File: config.mk
export PLATFORM = sky130hd
export DESIGN_NAME = alu_rr_scheduler
export DESIGN_NICKNAME = d
export VERILOG_FILES = /design/src/rtl/alu_rr_scheduler.sv
export SDC_FILE = /design/constraint.sdc
export NUM_CORES = 1
export LEC_CHECK = 0
export ABC_AREA = 0
export CAP_MARGIN = 20
export CORE_MARGIN = 2
export CORE_UTILIZATION = 39
export DETAILED_ROUTE_END_ITERATION = 10
export HOLD_SLACK_MARGIN = 0.15
export PLACE_DENSITY = 0.88
export SLEW_MARGIN = 20
export SYNTH_ARGS = -nofsm -noshare
export SYNTH_HDL_FRONTEND = slang
export SYNTH_SLANG_ARGS = --single-unit
File: constraint.sdc
create_clock -name clk -period 3.3 [get_ports clk]
set_clock_uncertainty 0.15 [all_clocks]
set_input_delay 0.66 -clock clk [delete_from_list [all_inputs] [get_ports clk]]
set_output_delay 0.66 -clock clk [all_outputs]
set_load 0.03 [all_outputs]
File: src/rtl/alu_rr_scheduler.sv
// Round-robin scheduler that shares one combinational ALU among NREQ requesters.
// Each accepted operation lands in a one-entry result register, tagged with its requester id.

module alu_nbit #(
  parameter int W    = 4,
  parameter int SELW = 4
) (
  input  logic [W-1:0]    a,
  input  logic [W-1:0]    b,
  input  logic [SELW-1:0] sel,
  input  logic            control,
  output logic [W-1:0]    y,
  output logic            cout
);

  logic [W:0] arith_s;

  // Arithmetic core adds a to b, or to ~b with carry-in when control is set (subtract).
  always_comb begin
    arith_s = {1'b0, a} + {1'b0, b ^ {W{control}}} + {{W{1'b0}}, control};
    y       = '0;
    cout    = 1'b0;
    case (sel)
      SELW'(0), SELW'(1): begin
        y    = arith_s[W-1:0];
        cout = arith_s[W];
      end
      SELW'(2): y = a & b;
      SELW'(3): y = a | b;
      SELW'(4): y = ~(a & b);
      SELW'(5): y = ~(a | b);
      SELW'(6): y = a ^ b;
      SELW'(7): y = ~(a ^ b);
      default: begin
        y    = '0;
        cout = 1'b0;
      end
    endcase
  end

endmodule

module alu_rr_scheduler #(
  parameter int W    = 4,
  parameter int NREQ = 4,
  parameter int IDW  = 2
) (
  input  logic              clk,
  input  logic              rst,
  input  logic [NREQ-1:0]   req_valid,
  output logic [NREQ-1:0]   req_ready,
  input  logic [3*NREQ-1:0] req_op,
  input  logic [W*NREQ-1:0] req_a,
  input  logic [W*NREQ-1:0] req_b,
  output logic              res_valid,
  input  logic              res_ready,
  output logic [W-1:0]      res_data,
  output logic              res_cout,
  output logic [IDW-1:0]    res_id
);

  localparam int NPAD = 1 << IDW;

  logic [IDW-1:0]  ptr_r;
  logic [NPAD-1:0] valid_pad_s;
  logic [NPAD-1:0] grant_pad_s;
  logic [IDW:0]    cand_s;
  logic            grant_found_s;
  logic [IDW-1:0]  grant_idx_s;
  logic [IDW-1:0]  ptr_next_s;
  logic            slot_free_s;
  logic            fire_s;
  logic [2:0]      op_s;
  logic [W-1:0]    a_s;
  logic [W-1:0]    b_s;
  logic [W-1:0]    alu_y_s;
  logic            alu_cout_s;

  // Find the first valid requester at or after ptr, wrapping modulo NREQ.
  always_comb begin
    valid_pad_s             = '0;
    valid_pad_s[NREQ-1:0]   = req_valid;
    grant_found_s           = 1'b0;
    grant_idx_s             = '0;
    cand_s                  = '0;
    for (int k = 0; k < NREQ; k++) begin
      cand_s        = {1'b0, ptr_r} + (IDW+1)'(k);
      cand_s        = (cand_s >= (IDW+1)'(NREQ)) ? cand_s - (IDW+1)'(NREQ) : cand_s;
      grant_idx_s   = (!grant_found_s && valid_pad_s[cand_s[IDW-1:0]]) ? cand_s[IDW-1:0] : grant_idx_s;
      grant_found_s = grant_found_s | valid_pad_s[cand_s[IDW-1:0]];
    end
  end

  // Handshake: a grant is only offered when the result slot can take a new value.
  always_comb begin
    slot_free_s              = !res_valid || res_ready;
    fire_s                   = slot_free_s && grant_found_s && !rst;
    grant_pad_s              = '0;
    grant_pad_s[grant_idx_s] = fire_s;
    req_ready                = grant_pad_s[NREQ-1:0];
    ptr_next_s               = (grant_idx_s == IDW'(NREQ-1)) ? '0 : grant_idx_s + 1'b1;
    op_s                     = req_op[3*grant_idx_s +: 3];
    a_s                      = req_a[W*grant_idx_s +: W];
    b_s                      = req_b[W*grant_idx_s +: W];
  end

  alu_nbit #(.W(W), .SELW(4)) u_alu (
    .a       (a_s),
    .b       (b_s),
    .sel     ({1'b0, op_s}),
    .control (op_s == 3'd1),
    .y       (alu_y_s),
    .cout    (alu_cout_s)
  );

  // Result register and round-robin pointer; a new capture wins over retirement.
  always_ff @(posedge clk) begin
    if (rst) begin
      res_valid <= 1'b0;
      res_data  <= '0;
      res_cout  <= 1'b0;
      res_id    <= '0;
      ptr_r     <= '0;
    end else if (fire_s) begin
      res_valid <= 1'b1;
      res_data  <= alu_y_s;
      res_cout  <= (op_s <= 3'd1) ? alu_cout_s : 1'b0;
      res_id    <= grant_idx_s;
      ptr_r     <= ptr_next_s;
    end else if (res_ready) begin
      res_valid <= 1'b0;
    end else begin
      res_valid <= res_valid;
    end
  end

endmodule

==> results of run 1 <==
[tightest hold or removal path, stage by stage, from the launching register on]
cell and delay (ps):
dfxtp_1 300, nand3_1 80, o31ai_2 60
[cells in the mapped netlist (2+ instances only)]
| library cell | number |
|---|---|
| nor3_1 | 5 |
| clkbuf_1 | 4 |
| nor2_1 | 8 |
| xnor2_1 | 3 |
| ha_1 | 15 |
| mux2_2 | 10 |
| dfxtp_1 | 10 |
| a21o_1 | 2 |
| o21ai_1 | 3 |
| nand3_1 | 8 |
| mux2i_1 | 29 |
| nor2b_1 | 3 |
| o21ai_0 | 7 |
| or3_1 | 2 |
| buf_6 | 2 |
| and2_1 | 4 |
| a211oi_1 | 4 |
| nand2_1 | 8 |
| o22ai_1 | 3 |
| a21oi_1 | 8 |
| buf_2 | 2 |
| inv_1 | 16 |
[per-stage QoR]
stage / setup TNS, ps / setup slack, ps / utilization / hold WS (ps) / instance area (um^2)
global placement: -3370 / -754 / 0.637 / 314 / 2370
floorplan: -460 / -148 / - / 356 / 1550
finish: -491 / -192 / 0.736 / 339 / 2740
CTS: -141 / -80.0 / 0.709 / 341 / 2640
global route: -909 / -372 / 0.736 / 362 / 2740
detailed placement: -4180 / -912 / 0.637 / 327 / 2370
[kinds of logic (layout without fill, tap and decap cells)]
| kind of cell | count (synthesis) | count (layout) |
|---|---|---|
| XOR/XNOR | 5 | 5 |
| multiplexers | 41 | 41 |
| buffers and inverters | 27 | 126 |
| adder cells (fa/ha/maj) | 16 | 16 |
| AO/OA/AOI/OAI | 39 | 39 |
| flip-flops | 10 | 10 |
| AND/OR/NAND/NOR | 42 | 42 |
[what timing repair did]
item	4_1_cts	5_1_grt
setup buffers	12	4
pin swaps	11	9
gates resized for setup	35	24
endpoints found under the setup margin	8	6
gates cloned	1	0
[worst max path at each step]
stage / from / to / cells after the start
3_5_place_dp: req_valid[0] / res_data[1] / 14
4_1_cts: req_valid[0] / res_data[1] / 15
2_1_floorplan: req_valid[0] / res_data[2] / 16
3_3_place_gp: req_valid[0] / res_data[2] / 15
5_1_grt: req_valid[1] / res_data[2] / 15
6_report: req_valid[1] / res_data[2] / 15
[registers in the layout (all words and copies together) (netlist names)]
register / flops
res_cout: 1
res_valid: 1
res_id: 2
ptr_r: 2
res_data: 4
[layer usage]
| layer | GRT usage | part of all wire |
|---|---|---|
| met2 | 0.544 | 0.49 |
| met1 | 0.302 | 0.35 |
| met5 | 0 | 0 |
| met4 | 0.171 | 0.072 |
| met3 | 0.0743 | 0.093 |
[power breakdown]
| part | internal [uW] | switching [uW] |
|---|---|---|
| Clock | 105 | 53.9 |
| Sequential | 157 | 29.5 |
| Combinational | 717 | 741 |
| Total | 980 | 825 |
[area by class of cell]
type / instances / area [um^2]
clock buffer: 4 / 55.1
fill: 206 / 980
inverter: 17 / 63.8
multi-input combinational: 143 / 1400
sequential: 10 / 200
tap: 48 / 60.1
timing repair buffer: 105 / 957
==> metrics.csv, run 1 <==
stage,metric,value,unit
floorplan,Initial Util,0.413,
clock_tree,clock latency on the worst-skew pair,240,ps
placement,Port Buffer Count,62,
floorplan,Vert. Die Dim,66.7,um
logic_synthesis,Unique masters post-synth,46,
drt,Remaining DRCs,0,
logic_synthesis,main combinational cell family by area after synthesis,multiplexers,
placement,dpl hpwl,3780,um
logic_synthesis,syn nets,247,
logic_synthesis,Syn. warnings,0,
flow_run,max_cap viols,0,
logic_synthesis,adder-cell share of the synthesized area,0.135,
cells_and_area,"commonest non-fill, non-tap cell in the layout",clkdlybuf4s50_1,
cells_and_area,area added between synthesis and finish,78.4,%
logic_synthesis,post-synthesis sequential area ratio,0.131,
power_and_ir_drop,P_leak,0.00120,uW
sta,fin. max-slew vios,0,
logic_synthesis,post-synth top area share,0.189,
outcome,failing checks,negative setup slack,
logic_synthesis,Synth Area in Compound Gates,0.176,
power_and_ir_drop,power density cells,659,mW/mm^2
clock_tree,H-tree Lvls,1,
sta,Slew HR,0.485,
floorplan,row cnt,22,
logic_synthesis,Yosys reg bits,10,
min_path,Worst Hold Path Cells,2,
drt,first-iteration detailed-routing DRC count,156,
clock_tree,Clock Path Buffers,2,
setup_path,worst-path cell chain,"buf_6, a21o_1, a21oi_2, o22a_2, buf_8, buf_6, mux2_2, o21ai_2, inv_1, ha_1, nand2b_1, mux2i_1, a211oi_1, a211oi_2, o21ai_1",
power_and_ir_drop,Peak supply drop,0.000271,V
logic_synthesis,cells after synthesis,180,
global_route,first-pass GRT wire length,9700,um
logic_synthesis,synth top area cells,"mux2i_1, dfxtp_1, ha_1, mux2_2, inv_1",
drt,via count,1977,
sta,RSZ-0062 raised after global routing,true,
drt,Avg WL per Cell,21.5,um
logic_synthesis,Avg Synthesized Cell Area,8.52,um^2
global_route,vias in the first global route,1973,
clock_tree,clock tree sinks,10,
logic_synthesis,multiplexer share of the synthesized area,0.286,
logic_synthesis,most used flip-flop cell after synthesis,dfxtp_1,
setup_path,crit path capture type,flop,
min_path,hold path endpoint,res_data[0],
floorplan,core region area,0.00372,mm^2
placement,GPL Wtd Cong,0.891,
drt,Initial DRT Pass Iterations,7,
setup_path,r2r setup slk,-50,ps
logic_synthesis,synthesized area,0.00153,mm^2
sta,final hold violation count,0,
logic_synthesis,number of synthesized flops with an enable pin,0,
logic_synthesis,post-synthesis xor/xnor area fraction,0.0408,
drt,post-route ant nets,0,
logic_synthesis,Post-Synth Simple-Gate Area,0.140,
min_path,Hold Path Class,flop to flop,
clock_tree,Clock Pin Slew Worst Setup and Hold Paths,50,ps
setup_path,worst r2r path cells,14,
placement,placed insts,308,
floorplan,number of I/O pins,63,
global_route,largest net degree at the start of global routing,16,
sta,fmax,0.286,GHz
clock_tree,hold_buf cts,0,
clock_tree,Root Driver,clkbuf_8,
drt,detailed-route wire length,7020,um
global_route,Total GRT Usage,0.297,
setup_path,Worst EP required,3260,ps
cells_and_area,post-route insts no fill,327,
setup_path,slowest CP cell,mux2_2,
setup_path,Worst EP arrival,3450,ps
setup_path,startpoint types,input port,
logic_synthesis,post-synth top area cell,mux2i_1,
setup_path,worst r2r dst,res_data[2],
sta,final setup fails,4,
floorplan,Die W,66.7,um
setup_path,Critical R2R Launch,ptr_r[1],
global_route,initial antenna violation count,0,
setup_path,critical path buffer and inverter count,4,
sta,setup ws final,-192,ps
setup_path,"Worst Path Class, Setup",input port to flop,
sta,fin crit share,1.06,
outcome,status,"finished, violations left",
min_path,hold path start,res_data[0],
clock_tree,total CTS buffers,3,
cells_and_area,diode count,0,
cells_and_area,Total Nets Final,347,
power_and_ir_drop,total power,1800,uW
setup_path,crit path max fanout,8,
clock_tree,CTS tree,done,
cells_and_area,share of cells above drive strength 1,0.380,
setup_path,"slowest stage delay, CP",380,ps
global_route,global route total overflow,0,
floorplan,Die Footprint,0.00445,mm^2
setup_path,most used cell along the critical path,buf_6,
setup_path,Worst path top cell family by delay,compound AO/OA/AOI/OAI gates,
sta,Final min period,3490,ps
logic_synthesis,ys async rst share,0,
drt,Avg Vias per Cell,6.05,
cells_and_area,"commonest cells after routing, fill and taps aside","clkdlybuf4s50_1, buf_4, mux2i_1, inv_1, ha_1",
sta,Worst Tran Pin Value,767,ps
Note: power is estimated with default switching activity, not from simulation.
==> run 2: changes to the inputs <==
ABC_CLOCK_PERIOD_IN_PS = 4220   (was unset)
CORE_UTILIZATION = 47   (was 39)
PLACE_DENSITY = 0.87   (was 0.88)
clock period = 4.22 ns   (was 3.3 ns; I/O delays follow)
==> run 2 against run 1 <==
Against the previous run: the run now ends clean; non-clock buffer count fell by 26; sequential share of layout area rose by 1.3 points; highest routed layer unchanged; clock power fell by 45%; sequential power fell by 24%; power fell by 42%; routed wire length fell by 38%; count of clock-buffer cells in the layout did not move; first-iteration DRC count fell by 76%; cell count fell by 9.2%.
==> metrics.csv, run 2 (synthesized netlist as in run 1, its figures left out) <==
stage,metric,value,unit,change
outcome,status,completed,,"was finished, violations left"
sta,Worst Tran Pin Value,656,ps,was 767 ps
cells_and_area,share of cells above drive strength 1,0.174,,was 0.380
placement,Port Buffer Count,62,,unchanged
global_route,initial antenna violation count,0,,unchanged
sta,fmax,0.247,GHz,
drt,first-iteration detailed-routing DRC count,38,,was 156
power_and_ir_drop,P_leak,0.00102,uW,was 0.00120 uW
setup_path,crit path capture type,output pin,,was flop
cells_and_area,Total Nets Final,321,,was 347
sta,RSZ-0062 raised after global routing,false,,was true
global_route,vias in the first global route,1547,,"was 1,973"
drt,post-route ant nets,0,,unchanged
global_route,grt peak-use layer,met2,,unchanged
sta,setup ws final,166,ps,was -192 ps
placement,GPL Wtd Cong,0.856,,was 0.891
sta,Final min period,4050,ps,
floorplan,Vert. Die Dim,61.1,um,was 66.7 um
setup_path,startpoint types,input port,,unchanged
global_route,met3 usage,0.0525,,was 0.0743
cells_and_area,Fillers,215,,was 206
setup_path,Critical R2R Launch,ptr_r[1],,unchanged
clock_tree,CTS tree,done,,unchanged
floorplan,Die W,61.1,um,was 66.7 um
cells_and_area,Largest register FFs,4,,unchanged
min_path,Hold Path Class,flop to flop,,unchanged
global_route,first-pass GRT wire length,6780,um,was 9700 um
drt,via count,1584,,"was 1,977"
sta,fin crit share,0.961,,
setup_path,r2r setup slk,900,ps,was -50 ps
drt,Avg Vias per Cell,5.33,,was 6.05
flow_run,max_cap viols,0,,unchanged
clock_tree,H-tree Lvls,1,,unchanged
placement,DP Worst Slack,-192,ps,was -912 ps
min_path,hold path start,res_id[1],,was res_data[0]
global_route,global route total overflow,0,,unchanged
setup_path,worst r2r path cells,14,,unchanged
cells_and_area,Largest Register,res_data,,unchanged
sta,Slew HR,0.559,,was 0.485
setup_path,"Worst Path Class, Setup",input port to output pin,,was input port to flop
setup_path,crit path max fanout,4,,was 8
cells_and_area,biggest regs,"res_data x4, ptr_r x2, res_id x2",,unchanged
sta,final setup fails,0,,was 4
drt,Avg WL per Cell,14.6,um,was 21.5 um
clock_tree,setup bufs post-CTS,0,,was 12
min_path,hold path endpoint,res_id[1],,was res_data[0]
floorplan,Die Footprint,0.00374,mm^2,was 0.00445 mm^2
floorplan,core region area,0.00308,mm^2,was 0.00372 mm^2
sta,hold_ws,330,ps,was 339 ps
floorplan,row cnt,20,,was 22
cells_and_area,diode count,0,,unchanged
cells_and_area,area added between synthesis and finish,51.1,%,was 78.4%
setup_path,worst r2r dst,res_data[2],,unchanged
cells_and_area,"Design Area, Final",0.00232,mm^2,was 0.00274 mm^2
floorplan,number of I/O pins,63,,unchanged
cells_and_area,"commonest non-fill, non-tap cell in the layout",clkdlybuf4s50_1,,unchanged
clock_tree,clock latency on the worst-skew pair,260,ps,was 240 ps
cells_and_area,"commonest cells after routing, fill and taps aside","clkdlybuf4s50_1, mux2i_1, buf_4, inv_1, ha_1",,"was clkdlybuf4s50_1, buf_4, mux2i_1, inv_1, ha_1"
power_and_ir_drop,Peak supply drop,0.000296,V,was 0.000271 V
power_and_ir_drop,power density cells,450,mW/mm^2,was 659 mW/mm^2
min_path,Worst Hold Path Cells,2,,unchanged
placement,Post-Place Cell Area,0.00227,mm^2,was 0.00237 mm^2
clock_tree,clock tree sinks,10,,unchanged
setup_path,Worst EP required,3230,ps,was 3260 ps
global_route,met1 global-route usage,0.275,,was 0.302
clock_tree,Clock Path Buffers,2,,unchanged
drt,detailed-route wire length,4330,um,was 7020 um
clock_tree,Root Driver,clkbuf_4,,was clkbuf_8
drt,Initial DRT Pass Iterations,4,,was 7
sta,fin. max-slew vios,0,,unchanged
setup_path,Worst EP arrival,3060,ps,was 3450 ps
clock_tree,total CTS buffers,3,,unchanged
floorplan,Initial Util,0.498,,was 0.413
sta,final hold violation count,0,,unchanged
clock_tree,Clock Pin Slew Worst Setup and Hold Paths,70,ps,was 50 ps
global_route,met2 global-route usage,0.447,,was 0.544
placement,dpl hpwl,3580,um,was 3780 um
global_route,Total GRT Usage,0.239,,was 0.297
drt,Remaining DRCs,0,,unchanged
global_route,largest net degree at the start of global routing,16,,unchanged
clock_tree,hold_buf cts,0,,unchanged
## run 2: cell types whose count changed in the layout (fill, tap and decap cells not counted), moves of 4 or more
cell,delta
a21oi_1,+5
mux2i_4,-4
clkdlybuf4s50_1,+5
mux2i_1,+5
buf_4,-26
a21oi_2,-5
## run 2: critical path, stage by stage
cell and delay (ps):
clkdlybuf4s50_1 510, nor2b_1 200, nor2_1 70, o22a_1 250
buf_4 170, inv_1 90, ha_1 150, and2_1 110
clkdlybuf4s50_1 670
## run 2: power by group
part           switching, uW  internal, uW
Combinational            412           403
Sequential              18.8           122
Clock                   35.1          52.3
Total                    466           578
## run 2: worst max-delay path by stage
stage | start | to | slack [ps] | cells after the start
floorplan | req_valid[0] | res_data[2] | 480 | 16
global placement | req_valid[0] | res_data[2] | -40 | 15
detailed placement | req_valid[0] | res_data[2] | -190 | 15
CTS | req_valid[0] | res_data[2] | 90 | 15
global route | req_valid[0] | res_data[2] | 20 | 15
finish | req_valid[0] | req_ready[1] | 170 | 9
## run 2: through the flow
stage | power (uW) | cells | util | TNS, ps
floorplan | 706 | 180 | - | 0
global placement | 925 | 293 | 0.737 | -53.5
detailed placement | 949 | 293 | 0.737 | -460
CTS | 1040 | 297 | 0.749 | 0
global route | 1120 | 297 | 0.753 | 0
finish | 1040 | 297 | 0.753 | 0
## run 2: layout make-up
type | instances | area [um^2] | area share
multi-input cells | 143 | 1200 | 0.519
well taps | 44 | 55.1 | 0.0238
inverters | 17 | 63.8 | 0.0275
repair buffers | 79 | 758 | 0.327
clock buffers | 4 | 36.3 | 0.0157
flip-flops and latches | 10 | 200 | 0.0864
## run 2: repair_timing
item,CTS,global route
setup endpoints to repair,0,3
endpoints found under the hold margin,0,0
gates resized for setup,0,4
## run 2: routing by layer
metal  vias up  share of wire
met1       730           0.40
met3         4          0.079
li1        794              -
met4         0          0.011
met5         -              0
met2        56           0.51
==> run 3: changes to the inputs <==
ABC_AREA = unset   (was 0)
SKIP_CTS_REPAIR_TIMING = 1   (was unset)
==> results of run 3 <==
The final DEF is identical to that of run 2; final timing and power are the same.
==> patch, RTL diff (config.mk and constraints of run 2) <==
`NREQ`: 4 -> 2.
--- a/src/rtl/alu_rr_scheduler.sv
+++ b/src/rtl/alu_rr_scheduler.sv
@@ -42,7 +42,7 @@
 
 module alu_rr_scheduler #(
   parameter int W    = 4,
-  parameter int NREQ = 4,
+  parameter int NREQ = 2,
   parameter int IDW  = 2
 ) (
   input  logic              clk,
Ports: changed (5 resized); port bits go from 63 to 37. No check against the original RTL was run, so the function may have changed too.
==> patch against run 2 <==
- routed wire length down 14%
- cell area fell by 26%
- highest routed layer unchanged
- critical path type unchanged
- die area down 16%
- area after synthesis down 17%
- worst setup slack better by 0.084 ns
- utilization down 7.6 points
- sequential cell count stayed put
Power is not compared: it rests on default switching activity, and its combinational part moved more than twofold at a synthesized area within 25%.
==> patch: results (changes against run 2) <==
Outcome = completed
Vias in the first global route = 1474 (-4.7%)
Metal3 WL = 242 um (-29%)
Drt first-iter violations = 52 (+37%)
Routed wl met2 = 1.914 mm (-13%)
WL met1 = 1.432 mm (-18%)
Largest net degree at the start of global routing = 20 (+4)
Drt wl/cell = 16.09 um (+10%)
Hold Path Depth = 1 (-1)
Worst Reg-to-Reg Cells = 9 (-5)
First-pass GRT wire length = 6.230 mm (-8.1%)
Area contributors post-synth = dfxtp_1 16%, ha_1 11%, mux2i_1 7.0%
Fillers = 214 (-0.47%)
GR Util met1 = 0.2629 (-0.01209)
Yosys top cell area share = 0.1564 (-0.03283)
Final HPWL DP = 2.946 mm (-18%)
Placed inst area = 1672 um^2 (-26%)
Syn_nets = 203 (-18%)
FF-to-FF Start = ptr_r[0]
GR Util All Layers = 0.2450 (+0.006099)
Min-delay src = res_id[1]
Arrival time at the worst endpoint = 2.98 ns (-0.08 ns)
Reg2reg end = res_data[1]
Crit-path max FO = 10 (+6)
Worst-Margin Slew = 0.8553 ns (+0.1996 ns)
Worst Hold End = res_id[1]
Layout cells sized above 1 = 0.09901 (-0.07490)
Met3 usage = 0.06047 (+0.007944)
Reg2reg setup slack = 1.44 ns (+0.54 ns)
Commonest cells post-synth = 20 x nand2_1, 14 x inv_1, 11 x ha_1
Via count = 1442 (-9.0%)
Cell variety after synth = 45 (-2.2%)
PortBufs = 36 (-42%)
[patch: changes by cell type after synthesis, sizes merged, moves of 5 or more]
cell and delta:
mux2 -6, nand2 +13, mux2i -22, nand3 -5, a31oi +6
[patch: worst max path at each step]
stage | from | to | slack, ns
detailed placement | req_valid[0] | req_ready[1] | 0.29
CTS | req_valid[0] | req_ready[1] | 0.24
floorplan | req_valid[1] | res_data[1] | 0.79
global route | req_valid[0] | req_ready[1] | 0.19
global placement | req_valid[0] | req_ready[1] | 0.34
finish | req_valid[0] | req_ready[1] | 0.25
[patch: stage by stage]
| stage | std cells | power (mW) | hold slack, ns | setup WS [ns] |
|---|---|---|---|---|
| after detailed placement | 228 | 0.3359 | 0.3180 | 0.2890 |
| final | 232 | 0.4249 | 0.3331 | 0.2501 |
| after floorplan | 164 | 0.2563 | 0.3024 | 0.7936 |
| after CTS | 232 | 0.4252 | 0.3354 | 0.2431 |
| after global placement | 228 | 0.3262 | 0.3192 | 0.3387 |
| after global routing | 232 | 0.4523 | 0.3521 | 0.1926 |
[patch: final cells by class]
cell class                      instances  area, um^2  area share
Tap cell                               30       37.54     0.02198
Inverter                               14       52.55     0.03077
Multi-Input combinational cell        134       991.0      0.5802
Sequential cell                        10       200.2      0.1172
Clock buffer                            4       36.28     0.02125
Timing Repair Buffer                   40       390.4      0.2286
[patch: kinds of logic after synthesis]
group	count (synthesis)	synth area share
xor gates and xnor gates	7	0.04790
DFF	10	0.1564
and+or+nand+nor	55	0.2326
adders and majority gates	12	0.1232
muxes	13	0.1056
buffers and inverters	20	0.06941
AOI/OAI and AO/OA	47	0.2649
[patch: critical path, cell delays in order]
cell and delay [ns]:
clkdlybuf4s50_1 0.57, a21oi_2 0.10, or3_1 0.52, nor2_1 0.23, clkdlybuf4s50_1 0.72
